`config.mk`:
```
export PLATFORM = sky130hd
export DESIGN_NAME = bus_master_arbiter
export DESIGN_NICKNAME = d
export VERILOG_FILES = /design/src/rtl/vespa_bus_pkg.sv /design/src/rtl/bus_master_arbiter_arb_rr2.sv /design/src/rtl/bus_master_arbiter.sv
export SDC_FILE = /design/constraint.sdc
export NUM_CORES = 1
export LEC_CHECK = 0
export CAP_MARGIN = 20
export CORE_AREA = 2 2 129 131
export DETAILED_ROUTE_END_ITERATION = 10
export DIE_AREA = 0 0 131 133
export PLACE_DENSITY = 0.63
export RECOVER_POWER = 25
export SLEW_MARGIN = 25
export SYNTH_ARGS = -nofsm -noshare
export SYNTH_HDL_FRONTEND = slang
export SYNTH_SLANG_ARGS = --single-unit
```
`constraint.sdc`:
```
create_clock -name i_Clk -period 7.3 [get_ports i_Clk]
set_input_delay 1.46 -clock i_Clk [delete_from_list [all_inputs] [get_ports i_Clk]]
set_output_delay 1.46 -clock i_Clk [all_outputs]
set_load 0.05 [all_outputs]
```
`src/rtl/vespa_bus_pkg.sv`:
```
// ---------------------------------------------------------------------------
// vespa_bus_pkg
// Shared definitions for the SoC bus master arbiter: default bus width,
// lock timeout default, master index constants and the lock FSM encoding.
// ---------------------------------------------------------------------------
package vespa_bus_pkg;

  localparam int BUS_WIDTH_DEF = 32;
  localparam int MAX_LOCK_DEF  = 16;

  // Master indices into the packed request/grant vectors.
  localparam int M0 = 0;  // VeSPA CPU data port
  localparam int M1 = 1;  // DMA engine

  typedef enum logic [1:0] {
    ST_IDLE  = 2'd0,
    ST_LOCK0 = 2'd1,
    ST_LOCK1 = 2'd2
  } arb_state_e;

endpackage : vespa_bus_pkg

```
`src/rtl/bus_master_arbiter_arb_rr2.sv`:
```
// ---------------------------------------------------------------------------
// arb_rr2
// Two-way round-robin pick. Requests are first filtered by mask_i; when both
// eligible masters request, the one that was NOT granted last wins.
// Ports:
//   req_i  [1:0]  raw requests, bit m = master m
//   last_i        index of the master granted most recently
//   mask_i [1:0]  masters allowed to win this cycle
//   gnt_o  [1:0]  one-hot (or zero) grant
// ---------------------------------------------------------------------------
module arb_rr2 (
  input  logic [1:0] req_i,
  input  logic       last_i,
  input  logic [1:0] mask_i,
  output logic [1:0] gnt_o
);

  logic [1:0] eligible;

  // NOTE: every signal driven in always_comb gets a default first, so no
  // path leaves it unassigned and no latch is inferred.
  always_comb begin
    eligible = req_i & mask_i;
    gnt_o    = eligible;
    if (eligible == 2'b11) begin
      gnt_o = last_i ? 2'b01 : 2'b10;
    end
  end

endmodule : arb_rr2

```
`src/rtl/bus_master_arbiter.sv`:
```
// ---------------------------------------------------------------------------
// bus_master_arbiter
// Shares the interconnect master port between M0 (CPU data) and M1 (DMA).
// One operation is granted per cycle, ties go round-robin, and a master may
// hold the bus for an atomic sequence (lock) for at most MAX_LOCK cycles.
// Read data comes back one cycle after the granted read.
// Ports (per master m = 0/1):
//   i_Req_m / i_Wr_m / i_Addr_m / i_WData_m / i_Lock_m  request side
//   o_Gnt_m      combinational grant for this cycle
//   o_RValid_m   read return, one cycle after a granted read
//   o_RData_m    read data, zero when o_RValid_m is low
// Interconnect side:
//   o_WEnable/o_WAddr/o_WData, o_REnable/o_RAddr, i_RData
// ---------------------------------------------------------------------------
module bus_master_arbiter
  import vespa_bus_pkg::*;
#(
  parameter int BUS_WIDTH = BUS_WIDTH_DEF,
  parameter int MAX_LOCK  = MAX_LOCK_DEF
) (
  input  logic                 i_Clk,
  input  logic                 i_Rst_n,
  // Master 0
  input  logic                 i_Req_0,
  input  logic                 i_Wr_0,
  input  logic [BUS_WIDTH-1:0] i_Addr_0,
  input  logic [BUS_WIDTH-1:0] i_WData_0,
  input  logic                 i_Lock_0,
  output logic                 o_Gnt_0,
  output logic                 o_RValid_0,
  output logic [BUS_WIDTH-1:0] o_RData_0,
  // Master 1
  input  logic                 i_Req_1,
  input  logic                 i_Wr_1,
  input  logic [BUS_WIDTH-1:0] i_Addr_1,
  input  logic [BUS_WIDTH-1:0] i_WData_1,
  input  logic                 i_Lock_1,
  output logic                 o_Gnt_1,
  output logic                 o_RValid_1,
  output logic [BUS_WIDTH-1:0] o_RData_1,
  // Interconnect
  output logic                 o_WEnable,
  output logic [BUS_WIDTH-1:0] o_WAddr,
  output logic [BUS_WIDTH-1:0] o_WData,
  output logic                 o_REnable,
  output logic [BUS_WIDTH-1:0] o_RAddr,
  input  logic [BUS_WIDTH-1:0] i_RData
);

  localparam int               CNT_W   = $clog2(MAX_LOCK + 1);
  localparam logic [CNT_W-1:0] CNT_MAX = CNT_W'(MAX_LOCK);

  arb_state_e       state_q;
  logic [CNT_W-1:0] lock_cnt_q;
  logic [CNT_W-1:0] lock_cnt_inc;
  logic             last_q;
  logic [1:0]       rd_pend_q;
  logic [1:0]       rd_pend_d;

  logic [1:0] req;
  logic [1:0] wr;
  logic [1:0] mask;
  logic [1:0] pick;
  logic [1:0] gnt;
  logic       owner_lock;
  logic       lock_timeout;

  assign req = {i_Req_1, i_Req_0};
  assign wr  = {i_Wr_1, i_Wr_0};

  // While locked only the owner is eligible; the other master simply waits.
  always_comb begin
    mask = 2'b11;
    case (state_q)
      ST_LOCK0: mask = 2'b01;
      ST_LOCK1: mask = 2'b10;
      default:  mask = 2'b11;
    endcase
  end

  arb_rr2 u_arb_rr2 (
    .req_i  (req),
    .last_i (last_q),
    .mask_i (mask),
    .gnt_o  (pick)
  );

  // Grants are combinational; gating with reset keeps every output at 0
  // while reset is asserted, not only the registered ones.
  assign gnt     = i_Rst_n ? pick : 2'b00;
  assign o_Gnt_0 = gnt[M0];
  assign o_Gnt_1 = gnt[M1];

  // Saturating increment. The lock ends in the cycle the count reaches
  // MAX_LOCK, and that cycle still serves the owner.
  always_comb begin
    lock_cnt_inc = (lock_cnt_q == CNT_MAX) ? lock_cnt_q : lock_cnt_q + CNT_W'(1);
    lock_timeout = (lock_cnt_inc == CNT_MAX);
    owner_lock   = (state_q == ST_LOCK1) ? i_Lock_1 : i_Lock_0;
  end

  // Lock FSM, timeout counter and round-robin history.
  // NOTE: sequential state uses non-blocking assignments so every register
  // samples pre-edge values regardless of statement order.
  always_ff @(posedge i_Clk or negedge i_Rst_n) begin
    if (!i_Rst_n) begin
      state_q    <= ST_IDLE;
      lock_cnt_q <= '0;
      last_q     <= 1'b1;  // M0 wins the first tie
    end else begin
      // In LOCKm only m can be granted, so last_q already equals the owner
      // when a timeout drops back to IDLE; the other master wins next tie.
      if (gnt[M0]) begin
        last_q <= 1'b0;
      end else if (gnt[M1]) begin
        last_q <= 1'b1;
      end

      case (state_q)
        ST_IDLE: begin
          if (gnt[M0] && i_Lock_0) begin
            state_q    <= ST_LOCK0;
            lock_cnt_q <= CNT_W'(1);
          end else if (gnt[M1] && i_Lock_1) begin
            state_q    <= ST_LOCK1;
            lock_cnt_q <= CNT_W'(1);
          end
        end
        ST_LOCK0, ST_LOCK1: begin
          // Dropping the lock ends the sequence whether or not the owner
          // is issuing an operation this cycle.
          if (!owner_lock || lock_timeout) begin
            state_q    <= ST_IDLE;
            lock_cnt_q <= '0;
          end else begin
            lock_cnt_q <= lock_cnt_inc;
          end
        end
        default: begin
          state_q    <= ST_IDLE;
          lock_cnt_q <= '0;
        end
      endcase
    end
  end

  // Read-return tracking: one pending bit per master, valid the next cycle.
  assign rd_pend_d = gnt & ~wr;

  always_ff @(posedge i_Clk or negedge i_Rst_n) begin
    if (!i_Rst_n) begin
      rd_pend_q <= 2'b00;
    end else begin
      rd_pend_q <= rd_pend_d;
    end
  end

  assign o_RValid_0 = rd_pend_q[M0];
  assign o_RValid_1 = rd_pend_q[M1];
  assign o_RData_0  = rd_pend_q[M0] ? i_RData : '0;
  assign o_RData_1  = rd_pend_q[M1] ? i_RData : '0;

  // Downstream forwarding; everything idles at 0 when nothing is granted.
  always_comb begin
    o_WEnable = 1'b0;
    o_WAddr   = '0;
    o_WData   = '0;
    o_REnable = 1'b0;
    o_RAddr   = '0;
    if (gnt[M0]) begin
      if (i_Wr_0) begin
        o_WEnable = 1'b1;
        o_WAddr   = i_Addr_0;
        o_WData   = i_WData_0;
      end else begin
        o_REnable = 1'b1;
        o_RAddr   = i_Addr_0;
      end
    end else if (gnt[M1]) begin
      if (i_Wr_1) begin
        o_WEnable = 1'b1;
        o_WAddr   = i_Addr_1;
        o_WData   = i_WData_1;
      end else begin
        o_REnable = 1'b1;
        o_RAddr   = i_Addr_1;
      end
    end
  end

endmodule : bus_master_arbiter

```
==> results.py <==
metrics = {
    "critical_path": {
        "cp-start-kind": "input port",
        "crit_family": "buffers and inverters",
        "cpPeakStageDelay_ps": 880,
        "path_max_fanout": 57,
        "critical_path_required_ps": 5840,
        "crit_type": "in -> out",
        "worst-path-buf-inv": 3,
        "cp.arrival_ps": 4820,
        "path_cells": "dlygate4sd3_1 > nand3b_1 > a21oi_1 > and2_2 > buf_4 > a22o_1 > clkdlybuf4s50_1",
        "crit_path_top_delay_cell": "dlygate4sd3_1",
        "endpoint_kind": "output pin",
    },
    "grt": {
        "gr-total-overflow": 0,
        "grt_max_degree": 66,
        "grt_util_all_layers_pct": 12.6,
        "grt_pass1_wl_um": 17600,
        "antenna_found_initial": 0,
        "grt_pass1_vias": 3331,
    },
    "finish": {
        "antenna_cells": 0,
        "multiInputGateArea_um2": 1700,
        "nFillCells": 1654,
        "final_layout_size_suffix_gt1_share_pct": 2.59,
        "instances_no_fill": 799,
        "synthToLayoutAreaGrowth_pct": 161,
        "regArea_um2": 251,
        "final_nets": 754,
    },
    "power_and_ir_drop": {
        "p_per_area_nw_per_um2": 175,
        "p_clk_share_pct": 10.8,
        "pwr-share-seq_pct": 9.7,
        "internal_power_w": 0.000467,
        "switchingPower_w": 0.000531,
        "power_leakage_nw": 2.21,
        "p_comb_share_pct": 79.5,
        "ir_worst_vdd_mv": 0.106,
        "switching_share_pct": 53.2,
        "p_total_w": 0.000998,
    },
    "timing": {
        "relSlewSlack_pct": 41.7,
        "slew_violations": 0,
        "worst-slew-pin-transition_ps": 873,
        "rsz0062_at_grt": "no",
        "hold_viol": 0,
        "fmax_ghz": 0.159,
        "hold_ws_ps": 473,
        "min_period_over_period_pct": 86.0,
        "tns_ps": 0,
        "skew_ps": 0.511,
        "fin_ws_ps": 1020,
        "fin_crit_ps": 6280,
        "setup_viol": 0,
    },
    "clock_network": {
        "clockBufferDepth": 2,
        "ctsHoldBuffers": 0,
        "post_cts_resized": 0,
        "clock_tree.root_cell": "clkbuf_16",
        "clk_pin_slew_ps": 40,
        "cts.sinks": 10,
        "cts_setup_buffers": 0,
        "cts_buffers": 3,
        "h-tree-depth": 1,
        "clkLatencyLatePin_ps": 240,
        "tritoncts": "done",
    },
    "detailed_routing": {
        "wire_per_inst_um": 15.8,
        "ant_nets": 0,
        "routed_wl_um": 12600,
        "via_per_inst": 4.31,
        "dr.pass1.iters": 4,
        "vias": 3447,
        "drc_errors": 0,
        "drtIter0Drc": 126,
    },
    "yosys": {
        "synth_area_leaders": "a22o_1 39%, and2_1 19%, dfrtp_1 10%",
        "syn_area_um2": 2180,
        "synth_largest_area_cell": "a22o_1",
        "yosysSeqAreaShare_pct": 11.5,
        "async_reset_ff_share_pct": 100,
        "yosysUniqueCellTypes": 37,
        "ys_seq_elements": 10,
        "synth_edf_count": 0,
        "synth_cells": 271,
        "syn_avg_cell_area_um2": 8.04,
        "yosys_warnings": 0,
        "synthFlopType": "dfrtp_1",
        "syn-num-nets": 445,
        "synth_top_area_share_pct": 38.6,
    },
    "floorplan": {
        "dieHeight_um": 133,
        "die-area_um2": 17400,
        "core-area_um2": 16200,
        "top_level_ports": 334,
        "chipWidth_um": 131,
        "initial_utilization_pct": 13.5,
        "num_rows": 47,
    },
    "placement": {
        "place_congestion": 0.881,
        "hpwl_um": 10300,
        "dp.cells": 795,
        "port_buffers": 333,
        "post-place-ws_ps": 1040,
    },
    "status": {
        "status": "finished clean",
    },
    "worst_hold_path": {
        "hold_path.class": "reg -> reg",
    },
    "run": {
        "max_cap_viol_count": 0,
    },
}
power by group through the flow:
stage	combinational [W]	sequential (W)	clock, W
4_1_cts	0.000803	0.0000972	0.000110
3_5_place_dp	0.000799	0.0000974	0
6_report	0.000793	0.0000969	0.000108
2_1_floorplan	0.000510	0.0000886	0
3_3_place_gp	0.000788	0.0000955	0
5_1_grt	0.000832	0.000100	0.000114
cell type report:
cell class | count | share of cell area [%]
multi-input cells | 221 | 29.8
well taps | 220 | 4.84
flip-flops and latches | 10 | 4.42
inverters | 9 | 0.593
repair buffers | 335 | 58.8
clock buffers | 4 | 1.56
per-layer routing:
layer  GRT usage [%]  wire (um)
met2            24.3       6740
met3            1.86        884
met1            14.4       4830
met5               0          0
met4            2.96        193
layout by cell type, fill, tap and decap left out, types with 3 or more instances in the layout:
| master | synthesis | final |
|---|---|---|
| dlygate4sd3_1 | 0 | 27 |
| a22o_1 | 96 | 96 |
| dfrtp_1 | 9 | 9 |
| nand2_1 | 6 | 6 |
| inv_1 | 9 | 9 |
| mux2i_1 | 3 | 3 |
| clkdlybuf4s50_1 | 0 | 306 |
| nor2b_1 | 5 | 3 |
| a21oi_1 | 5 | 6 |
| and2_1 | 66 | 65 |
| nand3_1 | 4 | 4 |
| ha_1 | 6 | 6 |
| clkbuf_16 | 0 | 3 |
worst paths after layout:
check	start	end	slack, ps	cells past startpoint
worst max-delay path	i_Rst_n	o_WAddr[0]	1020	7
worst min-delay path	last_q$_DFFE_PN1P_	last_q$_DFFE_PN1P_	470	2
worst max register to register	state_q[1]$_DFFE_PN0P_	state_q[1]$_DFFE_PN0P_	4820	7
worst min register to register	last_q$_DFFE_PN1P_	last_q$_DFFE_PN1P_	470	2
max in group asynchronous	i_Rst_n	last_q$_DFFE_PN1P_	5290	1
min in group asynchronous	i_Rst_n	lock_cnt_q[3]$_DFFE_PN0P_	1650	1
flip-flops by register name, indices dropped and copies added (netlist names):
| name | count |
|---|---|
| state_q | 2 |
| rd_pend_q | 2 |
| lock_cnt_q | 5 |
| last_q | 1 |
worst reg2reg max path, cell delays in order (launching register included):
cell	delay (ps)
dfrtp_1	400
inv_1	90
ha_1	190
or3b_1	360
a41o_1	260
a21oi_1	590
a21oi_1	140
o2bb2a_1	340
cells by family (layout without fill, tap and decap cells):
logic type      after synthesis  after routing  synth area share [%]
compound gates              115            115                  44.7
fa+ha+maj                     6              6                  3.44
buf+inv                      40            348                  11.0
flops                        10             10                  11.5
mux                           3              3                  1.38
simple gates                 97             97                  28.0
cells in the mapped netlist, drive strengths merged (3+ instances only):
| master | instances |
|---|---|
| nor2b | 5 |
| ha | 6 |
| nand3 | 4 |
| and2 | 67 |
| dfrtp | 9 |
| a21oi | 6 |
| inv | 9 |
| nand2 | 6 |
| a22o | 96 |
| buf | 22 |
| mux2i | 3 |
| clkbuf | 9 |
metrics by stage:
step	instance area [um^2]	util, %
floorplan	2180	-
global placement	5610	34.7
detailed placement	5610	34.7
CTS	5700	35.2
global route	5690	35.2
finish	5690	35.2
(Power assumes the default switching activity.)
